## config.mk

```make
export PLATFORM = sky130hd
export DESIGN_NAME = mem_copy_engine
export DESIGN_NICKNAME = d
export VERILOG_FILES = /design/src/rtl/mem_copy_engine_pkg.sv /design/src/rtl/mem_copy_addr_gen.sv /design/src/rtl/mem_copy_engine.sv
export SDC_FILE = /design/constraint.sdc
export NUM_CORES = 1
export LEC_CHECK = 0
export ABC_AREA = 1
export CORE_MARGIN = 5
export CORE_UTILIZATION = 30
export CTS_CLUSTER_DIAMETER = 150
export DETAILED_ROUTE_END_ITERATION = 10
export GPL_TIMING_DRIVEN = 1
export PLACE_DENSITY = 0.65
export SETUP_SLACK_MARGIN = 0.2
export SKIP_CTS_REPAIR_TIMING = 1
export SLEW_MARGIN = 10
export SYNTH_ARGS = -nofsm -noshare
export SYNTH_HDL_FRONTEND = slang
export SYNTH_SLANG_ARGS = --single-unit
```

## constraint.sdc

```tcl
create_clock -name m_clock -period 2.5 [get_ports m_clock]
set_clock_uncertainty 0.2 [all_clocks]
set_input_delay 0.75 -clock m_clock [delete_from_list [all_inputs] [get_ports m_clock]]
set_output_delay 0.75 -clock m_clock [all_outputs]
set_load 0.05 [all_outputs]
```

## src/rtl/mem_copy_engine_pkg.sv

```systemverilog
`default_nettype none
// ============================================================================
//  Module      : mem_copy_engine_pkg
//  Description : Shared state encoding and constants for the memory copy /
//                fill engine and its address generator.
//  Revision    : 1.0 - initial release
// ============================================================================
package mem_copy_engine_pkg;

    // Data path word width in bits
    localparam int unsigned WORD_W      = 32;

    // Default byte increment between consecutive words
    localparam int unsigned WORD_STRIDE = 4;

    // Operation select values on the mode input
    localparam logic MODE_COPY = 1'b0;
    localparam logic MODE_FILL = 1'b1;

    // Engine states
    typedef enum logic [2:0] {
        IDLE   = 3'd0,
        READ   = 3'd1,
        WRITE  = 3'd2,
        FILL   = 3'd3,
        FINISH = 3'd4
    } state_e;

endpackage : mem_copy_engine_pkg
`default_nettype wire

```

## src/rtl/mem_copy_addr_gen.sv

```systemverilog
`default_nettype none
// ============================================================================
//  Module      : mem_copy_addr_gen
//  Description : Working registers for a transfer: current source address,
//                current destination address and remaining word count.
//                The FSM loads them on start and steps them per word.
//  Revision    : 1.0 - initial release
// ============================================================================
module mem_copy_addr_gen
    import mem_copy_engine_pkg::*;
#(
    parameter int unsigned LEN_W  = 16,
    parameter int unsigned STRIDE = WORD_STRIDE
) (
    input  logic              m_clock,
    input  logic              p_reset,
    input  logic              load_i,
    input  logic [WORD_W-1:0] src_i,
    input  logic [WORD_W-1:0] dst_i,
    input  logic [LEN_W-1:0]  len_i,
    input  logic              step_src_i,
    input  logic              step_dst_i,
    output logic [WORD_W-1:0] src_cur_o,
    output logic [WORD_W-1:0] dst_cur_o,
    output logic              last_o
);

    localparam logic [WORD_W-1:0] STEP_BYTES = WORD_W'(STRIDE);

    logic [WORD_W-1:0] src_q, src_d;
    logic [WORD_W-1:0] dst_q, dst_d;
    logic [LEN_W-1:0]  rem_q, rem_d;

    // Next values: load on accept, otherwise advance on the FSM's step strobes
    always_comb begin
        src_d = src_q;
        dst_d = dst_q;
        rem_d = rem_q;
        if (load_i) begin
            src_d = src_i;
            dst_d = dst_i;
            rem_d = len_i;
        end else begin
            if (step_src_i) begin
                src_d = src_q + STEP_BYTES;
            end
            if (step_dst_i) begin
                // A destination step retires one word of the transfer
                dst_d = dst_q + STEP_BYTES;
                rem_d = rem_q - LEN_W'(1);
            end
        end
    end

    // Working register storage
    always_ff @(posedge m_clock or negedge p_reset) begin
        if (!p_reset) begin
            src_q <= '0;
            dst_q <= '0;
            rem_q <= '0;
        end else begin
            src_q <= src_d;
            dst_q <= dst_d;
            rem_q <= rem_d;
        end
    end

    assign src_cur_o = src_q;
    assign dst_cur_o = dst_q;
    assign last_o    = (rem_q == LEN_W'(1));

endmodule : mem_copy_addr_gen
`default_nettype wire

```

## src/rtl/mem_copy_engine.sv

```systemverilog
`default_nettype none
// ============================================================================
//  Module      : mem_copy_engine
//  Description : RAM-port initiator performing ascending word-block copy
//                (READ/WRITE pairs) or constant word fill, with start/done
//                handshake and abort. RAM outputs are decoded from the
//                state register and working registers only.
//  Revision    : 1.0 - initial release
// ============================================================================
module mem_copy_engine
    import mem_copy_engine_pkg::*;
#(
    parameter int unsigned LEN_W  = 16,
    parameter int unsigned STRIDE = WORD_STRIDE
) (
    input  logic              m_clock,
    input  logic              p_reset,
    input  logic              start,
    input  logic              mode,
    input  logic [WORD_W-1:0] src_addr,
    input  logic [WORD_W-1:0] dst_addr,
    input  logic [WORD_W-1:0] fill_data,
    input  logic [LEN_W-1:0]  len,
    input  logic              abort,
    output logic [WORD_W-1:0] mem_addr,
    output logic [WORD_W-1:0] mem_wdata,
    input  logic [WORD_W-1:0] mem_rdata,
    output logic              mem_we,
    output logic              busy,
    output logic              done
);

    state_e            state_q, state_d;
    logic [WORD_W-1:0] buf_q, buf_d;
    logic [WORD_W-1:0] fill_q, fill_d;

    logic              load;
    logic              step_src;
    logic              step_dst;
    logic              last;
    logic [WORD_W-1:0] src_cur;
    logic [WORD_W-1:0] dst_cur;

    mem_copy_addr_gen #(
        .LEN_W  (LEN_W),
        .STRIDE (STRIDE)
    ) u_addr_gen (
        .m_clock    (m_clock),
        .p_reset    (p_reset),
        .load_i     (load),
        .src_i      (src_addr),
        .dst_i      (dst_addr),
        .len_i      (len),
        .step_src_i (step_src),
        .step_dst_i (step_dst),
        .src_cur_o  (src_cur),
        .dst_cur_o  (dst_cur),
        .last_o     (last)
    );

    // State, read buffer and fill pattern registers
    always_ff @(posedge m_clock or negedge p_reset) begin
        if (!p_reset) begin
            state_q <= IDLE;
            buf_q   <= '0;
            fill_q  <= '0;
        end else begin
            state_q <= state_d;
            buf_q   <= buf_d;
            fill_q  <= fill_d;
        end
    end

    // Next-state logic and working-register control strobes
    always_comb begin
        state_d  = state_q;
        buf_d    = buf_q;
        fill_d   = fill_q;
        load     = 1'b0;
        step_src = 1'b0;
        step_dst = 1'b0;
        case (state_q)
            IDLE: begin
                // start wins over abort here; abort is meaningless when idle
                if (start) begin
                    load   = 1'b1;
                    fill_d = fill_data;
                    if (len == '0) begin
                        state_d = FINISH;
                    end else if (mode == MODE_FILL) begin
                        state_d = FILL;
                    end else begin
                        state_d = READ;
                    end
                end
            end
            READ: begin
                buf_d    = mem_rdata;
                step_src = 1'b1;
                state_d  = abort ? IDLE : WRITE;
            end
            WRITE: begin
                // The write driven this cycle lands at the edge even on abort
                step_dst = 1'b1;
                if (abort) begin
                    state_d = IDLE;
                end else if (last) begin
                    state_d = FINISH;
                end else begin
                    state_d = READ;
                end
            end
            FILL: begin
                step_dst = 1'b1;
                if (abort) begin
                    state_d = IDLE;
                end else if (last) begin
                    state_d = FINISH;
                end else begin
                    state_d = FILL;
                end
            end
            FINISH: begin
                state_d = IDLE;
            end
            default: begin
                state_d = IDLE;
            end
        endcase
    end

    // RAM port and handshake outputs decoded from registered state only
    always_comb begin
        mem_addr  = '0;
        mem_wdata = '0;
        mem_we    = 1'b0;
        case (state_q)
            READ: begin
                mem_addr = src_cur;
            end
            WRITE: begin
                mem_addr  = dst_cur;
                mem_wdata = buf_q;
                mem_we    = 1'b1;
            end
            FILL: begin
                mem_addr  = dst_cur;
                mem_wdata = fill_q;
                mem_we    = 1'b1;
            end
            default: begin
                mem_addr  = '0;
            end
        endcase
        busy = (state_q != IDLE);
        done = (state_q == FINISH);
    end

endmodule : mem_copy_engine
`default_nettype wire

```

## Yosys cells after proc, flatten, opt, wreduce, memory -nomap -nowiden

Cells that the tools add are included.

- Output and inout bits: 67
- Register bits after elaboration: 147
- Input bits: 149

- Multiplexer cells: 21
- Reductions and logical operators: 7
- Add/sub/neg operators: 3
- Equal/unequal tests: 6

Operators with widths:

| operator | count |
|---|---|
| 32-bit two-way mux | 4 |
| 32-bit case mux with 2 select lines | 2 |
| 32-bit by 3-bit adder with 32-bit output, second input constant | 2 |
| 16-bit two-way mux | 2 |
| 3-bit two-way mux | 6 |
| 16-bit by 1-bit equality test with 1-bit output, second input constant | 1 |
| 16-bit logical NOT | 1 |
| 16-bit by 1-bit subtractor with 16-bit output, second input constant | 1 |
| 3-bit case mux with 4 select lines | 1 |
| 3-bit by 2-bit equality test with 1-bit output, second input constant | 2 |
| 1-bit two-way mux | 4 |
| 2-bit two-way mux | 2 |
| 2-bit nonzero test | 2 |
| 3-bit by 1-bit equality test with 1-bit output, second input constant | 1 |
| 3-bit equality test, second input constant | 1 |
| 3-bit logical NOT | 1 |
| 3-bit nonzero test | 1 |
| 2-bit inequality test, second input constant | 1 |
| 2-bit AND reduction | 1 |
| 2-bit OR reduction | 1 |

## Longest topological paths before layout

- Depth in word-level cells: 5
- Gate-level depth with buffers: 10
- Depth with buffers taken out: 10

## Hierarchy

Synthesis repeated with hierarchy kept, for this count alone.

- Cells, all modules: 1219
- Area total of the unflattened synthesis: 8862.2 um2

Modules (own cells, without submodules):

| module | cells an instance | area an instance (um2) | times used |
|---|---|---|---|
| mem_copy_addr_gen | 828 | 5427.7 | 1 |
| mem_copy_engine | 391 | 3434.5 | 1 |

## Least setup slack after synthesis

OpenSTA, ideal clock, no wires.

- Kind: reg2out
- Start: register state_q[2]
- End: output mem_addr[11]
- Stages on the path, launching flop included: 5
- Path slack: -0.575 ns
- Required time: 1.550 ns
- Buffers on the path: 1
- Data arrival time: 2.125 ns
- Cells stage by stage: dfrtp_1 nor3_4 inv_2 clkbuf_1 o21ai_0

- Word-level cells in the longest chain between the ends: 3
- Elaborated cells on any way between the ends: 5
- Classes of those cells: 3 x eq/ne; 1 x mux; 1 x reduce/logical

Ends and longest elaborated chain:

| what | line | text |
|---|---|---|
| start: declaration | mem_copy_engine.sv:33 | `state_e state_q, state_d;` |
| start signal: assignment | mem_copy_engine.sv:68 | `state_q <= state_d;` |
| 3-bit by 2-bit equality test with 1-bit output | mem_copy_engine.sv:137 | `case (state_q)` |
| 2-bit OR reduction (no line) | n/a |  |
| 32-bit case mux with 2 select lines * | mem_copy_engine.sv:137 |  |
| end: declaration | mem_copy_engine.sv:25 | `output logic [WORD_W-1:0] mem_addr,` |

Every way passes the cells marked *; elsewhere a longest branch is shown, timed or not.

## Worst setup path in the final report

- Start: register state_q[0]
- End: output mem_addr[12]

Same word-level chain as after synthesis.

==> results.txt <==
R2R cell count - 7
Crit path setup slack, layout - -267.8 ps
Buffer depth of the longest clock path - 2
Destination of the worst register-to-register timing path - u_addr_gen.dst_cur_o[16]$_DFFE_PN0N_
Sequential cell fraction of total power - 0.246
Category of the worst setup path launch point - flop
Via count of the first global-routing pass - 9281
Synthesis-stage register bit count - 147
Clock-pin slew reported for the worst setup and hold paths after clock tree synthesis - 80 ps
Clock Tree Root - clkbuf_16
DRC violation count after routing - 0
RSZ-0062 raised after global routing - yes
Number of pins exceeding their max-slew limit in the final report - 0
Psw - 9.182 mW
Gr usage total - 0.1952
Area taken by flip-flops and latches - 3681 um2
1st-pass router iterations - 7
Number of buffers created by CTS - 17
Area growth from synthesis to layout - 57.01%
Switching fraction of total power - 0.4830
Count of input and output buffers - 215
Top cells by area in the synthesized netlist - dfrtp_1 (42%), nand2_1 (24%), nor2_1 (5.8%)
Simple-Gate Fraction of Synth Area - 0.3708
Number of primary I/O pins - 216
Number of sinks on the clock net - 147
Status - complete, but fails checks
Placed insts - 1875
Logic pwr share - 0.613
Maximum number of pins on one net before global-route repair - 53
Multi-input combinational cell area - 5159 um2
Path class of the lowest-slack min-delay path - in2async
Maximum Capacitance Violations - 0
Achievable clock frequency - 0.3613 GHz
Required @ worst endpoint - 1550 ps
Setup Viol. Count Final - 65
Total power consumption of the routed design - 19.01 mW
Htree depth - 4
Arithmetic-cell share of the synthesized area counting full adders, half adders and majority gates - 0.005684
Total of warnings raised by yosys - 0
Startpoint of the worst register-to-register path - u_addr_gen.dst_cur_o[2]$_DFFE_PN0N_
Tightest slew margin relative to the limit - 0.6779
Shortest clock period the worst path allows after layout - 2768 ps
Share of the yosys chip area belonging to registers - 0.4178
Mux share of post-synthesis cell area - 0
First-pass GRT wire length - 51.65 mm
Internal power of the cells - 9.828 mW
Most used cells in the layout excluding fill and tap cells - nand2_1 (555), clkdlybuf4s50_1 (147), dfrtp_1 (145)
Static leakage - 6.248 nW
Grt total ovfl - 0
Nature of the critical path endpoint - primary output
Overall routed net length - 32.89 mm
Total power density per cell area - 1375 nW/um2
Slack of the worst reg-to-reg path - 330 ps
Maximum net fanout on the critical path - 23
Initial cell density of the core - 0.3051
Total Nets Final - 1679
Post-placement setup slack - 53.46 ps
Number of design-rule violations left by the first detailed-router iteration - 752
Syn Std Cell Area - 8805 um2
Fraction of the mapped netlist area in compound gates - 0.1113
Syn avg cell area - 6.794 um2
Largest family of logic cells by synthesized area - simple AND/OR/NAND/NOR gates
Detailed placer's ending HPWL - 24.58 mm
Number of instances in the synthesized netlist - 1296
Worst vdd ir - 0.0006195 V
Post-route ant nets - 0
Number of vias per cell - 4.837
Insertion delay to the later sink of the worst-skew pair - 430 ps
Number of placement rows - 62
Die Span X - 181.3 um
Post-route non-filler standard cell count - 1924
Core footprint - 28860 um2
Setup TNS - -13350 ps
Fraction of synthesized cell area taken by the top area cell type - 0.4178
Part of the total power dissipated in the clock network - 0.141
Share of the synthesized netlist area taken by xor and xnor gates - 0.01691
Antenna violations before repair - 4
Startpoint-to-endpoint class of the critical path - reg2out
Die area - 32880 um2
Final Hold Fails - 0
Cell variety after synth - 31
Most area-hungry cell type in the Yosys netlist - dfrtp_1
Net Count, Synth - 1449
Final routed wire length divided by cell count - 17.09 um
Share of final-layout standard cells stronger than drive strength 1 - 0.1559
CTS tree - yes
Routability Congestion - 0.9656
CP Data Arrival Time - 1820 ps
Die span in y - 181.3 um
Final-layout fill cell count - 2803
Via count of the routed design - 9306
Violated checks - negative setup slack
Worst Max-Slew Pin Slew - 483.1 ps
Timing startpoint of the critical path - state_q[0]$_DFFE_PN0P_
Share of the clock period used by the worst path - 1.107
Commonest non-fill, non-tap cell in the layout - nand2_1
through the flow:
step           hold slack (ps)  cell area, um2  utilization
2_1_floorplan            243.0            9293            -
3_3_place_gp             254.7           12660       0.4388
3_5_place_dp             260.4           12660       0.4388
4_1_cts                  54.66           13290       0.4604
5_1_grt                  57.44           13820       0.4791
6_report                 51.38           13820       0.4791
layout make-up:
type,instances,share of cell area
diodes,1,0.0001810
clock buffers,17,0.03077
clock inverters,15,0.01421
inverters,113,0.03168
multi-input cells,984,0.3732
flip-flops and latches,147,0.2663
well taps,384,0.03475
repair buffers,263,0.2490
cells by family after synthesis:
logic type,count (synthesis)
simple gates,816
buf+inv,165
compound gates,147
flops,147
xor+xnor,17
fa+ha+maj,4
power by group through the flow:
stage / Clock [mW] / Combinational, mW / Sequential, mW
after floorplan: 0 / 6.81 / 4.30
after global placement: 0 / 10.8 / 4.56
after detailed placement: 0 / 11.0 / 4.60
after CTS: 2.74 / 11.0 / 4.57
after global routing: 2.85 / 12.6 / 4.85
final: 2.68 / 11.6 / 4.68
metal layers:
layer / vias to the layer above / share of wire / global-route usage
met5: - / 0.0018 / 0
met4: 6 / 0.021 / 0.05104
met3: 41 / 0.069 / 0.05007
met2: 320 / 0.47 / 0.3180
met1: 4347 / 0.43 / 0.2593
li1: 4592 / - / -
synthesized netlist by cell type (all sizes together):
master and count:
xnor2 2, buf 39, a22o 34, nand4 9
o21ai 49, nand3 94, o21bai 5, nor3 7
nand3b 1, dfrtp 147, nand2 564, a22oi 2
o311ai 1, a21oi 7, xor2 15, inv 113
o22ai 28, clkbuf 13, nor2 141, o221ai 6
ha 4, o211ai 15
how the worst max path moves through the flow:
| stage | endpoint | slack, ps | depth (start not counted) |
|---|---|---|---|
| after CTS | mem_addr[11] | -410 | 5 |
| after global routing | mem_addr[12] | -360 | 6 |
| after floorplan | mem_addr[23] | 80 | 5 |
| after global placement | mem_addr[11] | 80 | 5 |
| final | mem_addr[12] | -270 | 6 |
| after detailed placement | mem_addr[11] | 50 | 5 |
sequential cells by signal, summed over array words and instances (netlist names):
signal / flops
fill_q: 32
u_addr_gen.src_cur_o: 32
buf_q: 32
state_q: 3
u_addr_gen.dst_cur_o: 32
u_addr_gen.rem_q: 16
critical path: stages, from the launching register on:
cell	delay, ps
dfrtp_1	410
inv_2	90
nor3_4	230
inv_4	90
buf_12	190
o22ai_4	190
buf_12	170
No activity file was read; power rests on OpenSTA's default activity.
